### config.mk
export PLATFORM = sky130hd
export DESIGN_NAME = sr_cmd_gen
export DESIGN_NICKNAME = d
export VERILOG_FILES = /design/src/rtl/sr_cmd_pkg.sv /design/src/rtl/sr_debounce.sv /design/src/rtl/sr_cmd_gen.sv
export SDC_FILE = /design/constraint.sdc
export NUM_CORES = 1
export LEC_CHECK = 0
export ABC_AREA = 1
export ABC_CLOCK_PERIOD_IN_PS = 2900
export BUFFER_PORTS_ARGS = -buffer_cell sky130_fd_sc_hd__clkbuf_2
export CORE_MARGIN = 2
export CORE_UTILIZATION = 55
export DETAILED_ROUTE_END_ITERATION = 10
export PLACE_DENSITY = 0.76
export SYNTH_ARGS = -nofsm -noshare
export SYNTH_HDL_FRONTEND = slang
export SYNTH_HIERARCHICAL = 1
export SYNTH_SLANG_ARGS = --single-unit
### constraint.sdc
create_clock -name clk -period 2.9 [get_ports clk]
set_input_delay 0.29 -clock clk [delete_from_list [all_inputs] [get_ports clk]]
set_output_delay 0.29 -clock clk [all_outputs]
set_load 0.02 [all_outputs]
### src/rtl/sr_cmd_pkg.sv
// sr_cmd_pkg: shared types and constants for the sr_ff command generator.
//   state_e : one-hot FSM encoding (IDLE / DRIVE / CHECK)
//   cmd_e   : latched command (SET / CLR)
//   drive_t : registered s/r/en drive bundle
//   sat_inc : saturating increment for the optional statistics counters
package sr_cmd_pkg;

  typedef enum logic [2:0] {
    ST_IDLE  = 3'b001,
    ST_DRIVE = 3'b010,
    ST_CHECK = 3'b100
  } state_e;

  typedef enum logic {
    CMD_SET = 1'b0,
    CMD_CLR = 1'b1
  } cmd_e;

  typedef struct packed {
    logic s;
    logic r;
    logic en;
  } drive_t;

  localparam int DEB_CYCLES_DEF   = 4;
  localparam int PULSE_CYCLES_DEF = 1;
  localparam int DEB_W_DEF        = 8;
  localparam int STAT_W           = 8;

  // Channel indices into the per-channel request vectors.
  localparam int CH_SET = 0;
  localparam int CH_CLR = 1;

  function automatic logic [STAT_W-1:0] sat_inc(input logic [STAT_W-1:0] v);
    return (&v) ? v : v + STAT_W'(1);
  endfunction

endpackage

### src/rtl/sr_debounce.sv
// sr_debounce: one request channel.
//   2-flop synchronizer -> debounce counter -> rising-edge pulse.
//   clk   : rising-edge clock
//   reset : async active-low reset
//   raw   : asynchronous, possibly bouncing request line
//   rise  : 1-cycle pulse when the debounced level goes 0 -> 1
// The debounced level follows the synced value only after it has
// disagreed for DEB_CYCLES consecutive edges; any agreement restarts.
module sr_debounce
  import sr_cmd_pkg::*;
#(
  parameter int DEB_CYCLES = DEB_CYCLES_DEF,
  parameter int DEB_W      = DEB_W_DEF
) (
  input  logic clk,
  input  logic reset,
  input  logic raw,
  output logic rise
);

  localparam logic [DEB_W-1:0] CNT_LAST = DEB_W'(DEB_CYCLES - 1);

  logic             sync1, sync2;
  logic             lvl, lvl_d;
  logic [DEB_W-1:0] cnt;

  always_ff @(posedge clk or negedge reset) begin
    if (!reset) begin
      sync1 <= 1'b0;
      sync2 <= 1'b0;
      lvl   <= 1'b0;
      lvl_d <= 1'b0;
      cnt   <= '0;
    end else begin
      sync1 <= raw;
      sync2 <= sync1;
      lvl_d <= lvl;
      if (sync2 == lvl) begin
        cnt <= '0;
      end else if (cnt == CNT_LAST) begin
        lvl <= sync2;
        cnt <= '0;
      end else begin
        cnt <= cnt + DEB_W'(1);
      end
    end
  end

  // Only rising debounced edges produce events; falls are ignored.
  assign rise = lvl & ~lvl_d;

endmodule

### src/rtl/sr_cmd_gen.sv
// sr_cmd_gen: turns raw set/clear requests into clean, exclusive s/r/en
// pulses for an sr_ff and verifies the returned q afterwards.
//   clk, reset        : clock / async active-low reset
//   set_req, clr_req  : raw async request lines (debounced internally)
//   q_fb              : q from the downstream sr_ff, checked in CHECK
//   err_clr           : synchronous clear of fb_err (set wins)
//   s, r, en          : registered drive outputs
//   busy              : high in DRIVE or CHECK
//   conflict          : 1-cycle pulse when both channels request in IDLE
//   fb_err            : sticky feedback mismatch flag
// Optional (macro SR_CMD_STATS_EN): set_cnt, clr_cnt, conf_cnt saturating
// statistics counters.
module sr_cmd_gen
  import sr_cmd_pkg::*;
#(
  parameter int DEB_CYCLES   = DEB_CYCLES_DEF,
  parameter int PULSE_CYCLES = PULSE_CYCLES_DEF,
  parameter int DEB_W        = DEB_W_DEF
) (
  input  logic clk,
  input  logic reset,
  input  logic set_req,
  input  logic clr_req,
  input  logic q_fb,
  input  logic err_clr,
  output logic s,
  output logic r,
  output logic en,
  output logic busy,
  output logic conflict,
  output logic fb_err
`ifdef SR_CMD_STATS_EN
  ,
  output logic [STAT_W-1:0] set_cnt,
  output logic [STAT_W-1:0] clr_cnt,
  output logic [STAT_W-1:0] conf_cnt
`endif
);

  localparam int            PW        = (PULSE_CYCLES > 1) ? $clog2(PULSE_CYCLES) : 1;
  localparam logic [PW-1:0] PCNT_LAST = PW'(PULSE_CYCLES - 1);

  logic [1:0] raw, ev;
  assign raw = {clr_req, set_req};

  for (genvar c = 0; c < 2; c++) begin : g_ch
    sr_debounce #(
      .DEB_CYCLES(DEB_CYCLES),
      .DEB_W     (DEB_W)
    ) u_deb (
      .clk  (clk),
      .reset(reset),
      .raw  (raw[c]),
      .rise (ev[c])
    );
  end

  state_e        state, state_nxt;
  cmd_e          cmd, cmd_nxt;
  logic [1:0]    pend, pend_nxt, req;
  logic [PW-1:0] pcnt, pcnt_nxt;
  drive_t        drv, drv_nxt;
  logic          busy_nxt, conf_nxt;
  logic          chk_fail, enter_chk;

  always_ff @(posedge clk or negedge reset) begin
    if (!reset) begin
      state    <= ST_IDLE;
      cmd      <= CMD_SET;
      pend     <= '0;
      pcnt     <= '0;
      drv      <= '0;
      busy     <= 1'b0;
      conflict <= 1'b0;
    end else begin
      state    <= state_nxt;
      cmd      <= cmd_nxt;
      pend     <= pend_nxt;
      pcnt     <= pcnt_nxt;
      drv      <= drv_nxt;
      busy     <= busy_nxt;
      conflict <= conf_nxt;
    end
  end

  always_comb begin
    state_nxt = state;
    cmd_nxt   = cmd;
    pend_nxt  = pend;
    pcnt_nxt  = pcnt;
    conf_nxt  = 1'b0;
    req       = ev | pend;
    unique case (state)
      ST_IDLE: begin
        if (&req) begin
          // Simultaneous set and clear: drop both, including pendings.
          conf_nxt = 1'b1;
          pend_nxt = '0;
        end else if (req[CH_SET]) begin
          state_nxt        = ST_DRIVE;
          cmd_nxt          = CMD_SET;
          pend_nxt[CH_SET] = 1'b0;
          pcnt_nxt         = '0;
        end else if (req[CH_CLR]) begin
          state_nxt        = ST_DRIVE;
          cmd_nxt          = CMD_CLR;
          pend_nxt[CH_CLR] = 1'b0;
          pcnt_nxt         = '0;
        end
      end
      ST_DRIVE: begin
        pend_nxt = pend | ev;  // one-deep; repeats collapse
        if (pcnt == PCNT_LAST) state_nxt = ST_CHECK;
        else                   pcnt_nxt  = pcnt + PW'(1);
      end
      ST_CHECK: begin
        pend_nxt  = pend | ev;
        state_nxt = ST_IDLE;
      end
      default: state_nxt = ST_IDLE;
    endcase
    // Outputs are registered from the next state so they line up with it.
    drv_nxt.en = (state_nxt == ST_DRIVE);
    drv_nxt.s  = drv_nxt.en & (cmd_nxt == CMD_SET);
    drv_nxt.r  = drv_nxt.en & (cmd_nxt == CMD_CLR);
    busy_nxt   = (state_nxt != ST_IDLE);
  end

  assign s  = drv.s;
  assign r  = drv.r;
  assign en = drv.en;

  assign chk_fail  = (state == ST_CHECK) & (q_fb != (cmd == CMD_SET));
  assign enter_chk = (state == ST_DRIVE) & (state_nxt == ST_CHECK);

  always_ff @(posedge clk or negedge reset) begin
    if (!reset)       fb_err <= 1'b0;
    else if (chk_fail) fb_err <= 1'b1;
    else if (err_clr)  fb_err <= 1'b0;
  end

`ifdef SR_CMD_STATS_EN
  always_ff @(posedge clk or negedge reset) begin
    if (!reset) begin
      set_cnt  <= '0;
      clr_cnt  <= '0;
      conf_cnt <= '0;
    end else begin
      if (enter_chk && cmd == CMD_SET) set_cnt <= sat_inc(set_cnt);
      if (enter_chk && cmd == CMD_CLR) clr_cnt <= sat_inc(clr_cnt);
      if (conf_nxt)                    conf_cnt <= sat_inc(conf_cnt);
    end
  end
`else
  logic unused_stats;
  assign unused_stats = enter_chk;
`endif

endmodule

==> metrics.txt <==
antenna diode count=0; antenna violations before repair=0; unrepaired setup endpoints after global routing=no; CP Launch Type=flop; critical path's slowest cell=dfrtp_1; Lkg Pwr=0.893 nW; final setup fails=0; Final period util=0.447; Antenna Violating Nets Remaining=0; synth unique cells=22; via count=1,163; Starting Density=0.585; Reg-to-Reg End=g_ch[1].u_deb/cnt[0]; CP required=3110 ps; clk root buf=clkbuf_4; DRT iter0 DRCs=50; final net count=213; Site Rows=19; Max Cap Viol=0; CP peak stage delay=420 ps; setup tns final=0 ps; HPWL after detailed placement=1.91 mm; Least-Margin Pin Slew=865 ps; leading cell types in the layout, fill and taps excluded=nand2_1, dfrtp_1, nor2_1; clock sinks=36; Min-Delay Path Class=input port to asynchronous set/reset pin; outcome=finished, final reports clean; Setup CP Type=flop to flop; cell area after placement=0.00174 mm²; syn avg cell area=8.87 µm²; GPL Wtd Cong=0.835; worst skew pair latency=310 ps; Post-CTS Repair Setup Buffers=0; final slew viol count=0; setup slack after layout=1600 ps; f_max=0.772 GHz; share of layout cells above drive strength 1=0.181; r2r startpoint=g_ch[1].u_deb/cnt[0]; Ys Warns=6; CTS max path bufs=2; DR WL/cell=10.8 µm; critical path, cell by cell=ha_1 -> nor3b_1 -> nand2_1 -> nand2_2 -> nor2_1; design area=0.00179 mm²; Port Buf Inserts=11; vias in the first global route=1,116; Area growth, synth to finish=8.77%; Worst slew margin=0.423; CTS H-tree depth=2; die area=0.00344 mm²; commonest non-fill, non-tap cell in the layout=nand2_1; clock skew=1.76 ps; Syn Std Cell Area=0.00164 mm²; Seq/Total Area, Yosys=0.550; total power draw=1.35 mW; core region area=0.00281 mm²; CTS tree=done; Setup WS pre-CTS=1620 ps; cells on worst reg2reg path=5; Num CTS Buffers=5; Top Ports=12; cts repair resizes=0; register area=902 µm²; fillers=255; chip width=58.6 µm; Worst-path clk slew=100 ps; CP arrival=1510 ps; Worst IR Drop VDD=510 µV; syn nets=195; P per Cell Area=755 mW/mm²; FF-to-FF setup slack=1600 ps; CP max FO=5; Crit. Startpoint=g_ch[1].u_deb/cnt[0]; # DRC=0; TritonRoute pass-1 iters=4; first-pass GRT wire length=4.66 mm; Yosys reg bits=36; Die Ht=58.6 µm; grt total ovfl=0; Post-CTS Hold Fix Bufs=0; largest net degree at the start of global routing=37; multi-input combinational cell area=642 µm²; CP Capture Type=flop; Mapped Cells=185; drt via density=4.95; endpoints failing hold=0; Post-Route WL=2.55 mm; minimum clock period=1300 ps; GRT Total Usage=0.183
==> cells by family (layout without fill, tap and decap cells) <==
| kind of cell | count (synthesis) | after routing | share of synthesized area |
|---|---|---|---|
| AND/OR/NAND/NOR | 102 | 102 | 0.281 |
| flip-flops | 36 | 36 | 0.550 |
| buffers and inverters | 26 | 45 | 0.0594 |
| AO/OA/AOI/OAI | 9 | 9 | 0.0274 |
| XOR/XNOR | 8 | 8 | 0.0518 |
| adder cells (fa/ha/maj) | 4 | 4 | 0.0305 |
==> worst max-delay path by stage <==
| stage | end | slack (ps) | cells after the start |
|---|---|---|---|
| after floorplan | g_ch[0].u_deb/cnt[0] | 1800 | 5 |
| after global placement | g_ch[1].u_deb/cnt[0] | 1720 | 5 |
| after detailed placement | g_ch[1].u_deb/cnt[0] | 1620 | 5 |
| after CTS | g_ch[1].u_deb/cnt[0] | 1600 | 5 |
| after global routing | g_ch[1].u_deb/cnt[0] | 1520 | 5 |
| final | g_ch[1].u_deb/cnt[0] | 1600 | 5 |
==> worst max-delay path: cells and delay by family (launching register included) <==
family                     cells  cell delay [ps]
and+or+nand+nor                4              580
DFF                            1              420
adders and majority gates      1              190
==> synthesized netlist by cell type, drive strengths merged <==
master	instances	area [µm²]
dfstp	1	26.3
nand3b	1	7.51
o21ai	4	20.0
nor3	2	10.0
nand2	46	185
ha	4	50.1
dfrtp	35	876
nor2	36	160
a21oi	5	25.0
xor2	6	67.6
and2	2	17.5
inv	26	97.6
xnor2	2	17.5
nor3b	2	15.0
or2	1	6.26
nand3	12	60.1
==> power breakdown <==
group	switching [mW]	internal, mW
Combinational	0.258	0.149
Sequential	0.0890	0.611
Clock	0.146	0.0945
==> layout make-up <==
cell class              count  share of cell area
clock buffers               7              0.0252
clock inverters             1             0.00280
inverters                  26              0.0547
multi-input cells         123               0.359
flip-flops and latches     36               0.505
well taps                  31              0.0217
repair buffers             11              0.0308
==> per-layer routing <==
layer / GRT usage / routed length, µm / up-vias
met5: 0 / 0 / -
li1: - / - / 599
met1: 0.228 / 1160 / 544
met2: 0.287 / 1260 / 16
met3: 0.0659 / 93 / 4
met4: 0.0877 / 30 / 0
==> flip-flops by register name (all words and copies together), names as in the netlist <==
name and count:
pend 2, fb_err 1, g_ch.u_deb/lvl 2, g_ch.u_deb/cnt 16, g_ch.u_deb/sync2 2, g_ch.u_deb/sync1 2, state 3, s 1
g_ch.u_deb/lvl_d 2, cmd 1, en 1, r 1, busy 1, conflict 1
==> metrics by stage <==
stage / instances / util / hold WS [ps]
2_1_floorplan: 185 / - / -5.59
5_1_grt: 235 / 0.636 / 41.2
6_report: 235 / 0.636 / 69.0
3_5_place_dp: 227 / 0.619 / 341
4_1_cts: 235 / 0.636 / 49.9
3_3_place_gp: 227 / 0.619 / 338
Power figures use the tool's default switching activity.
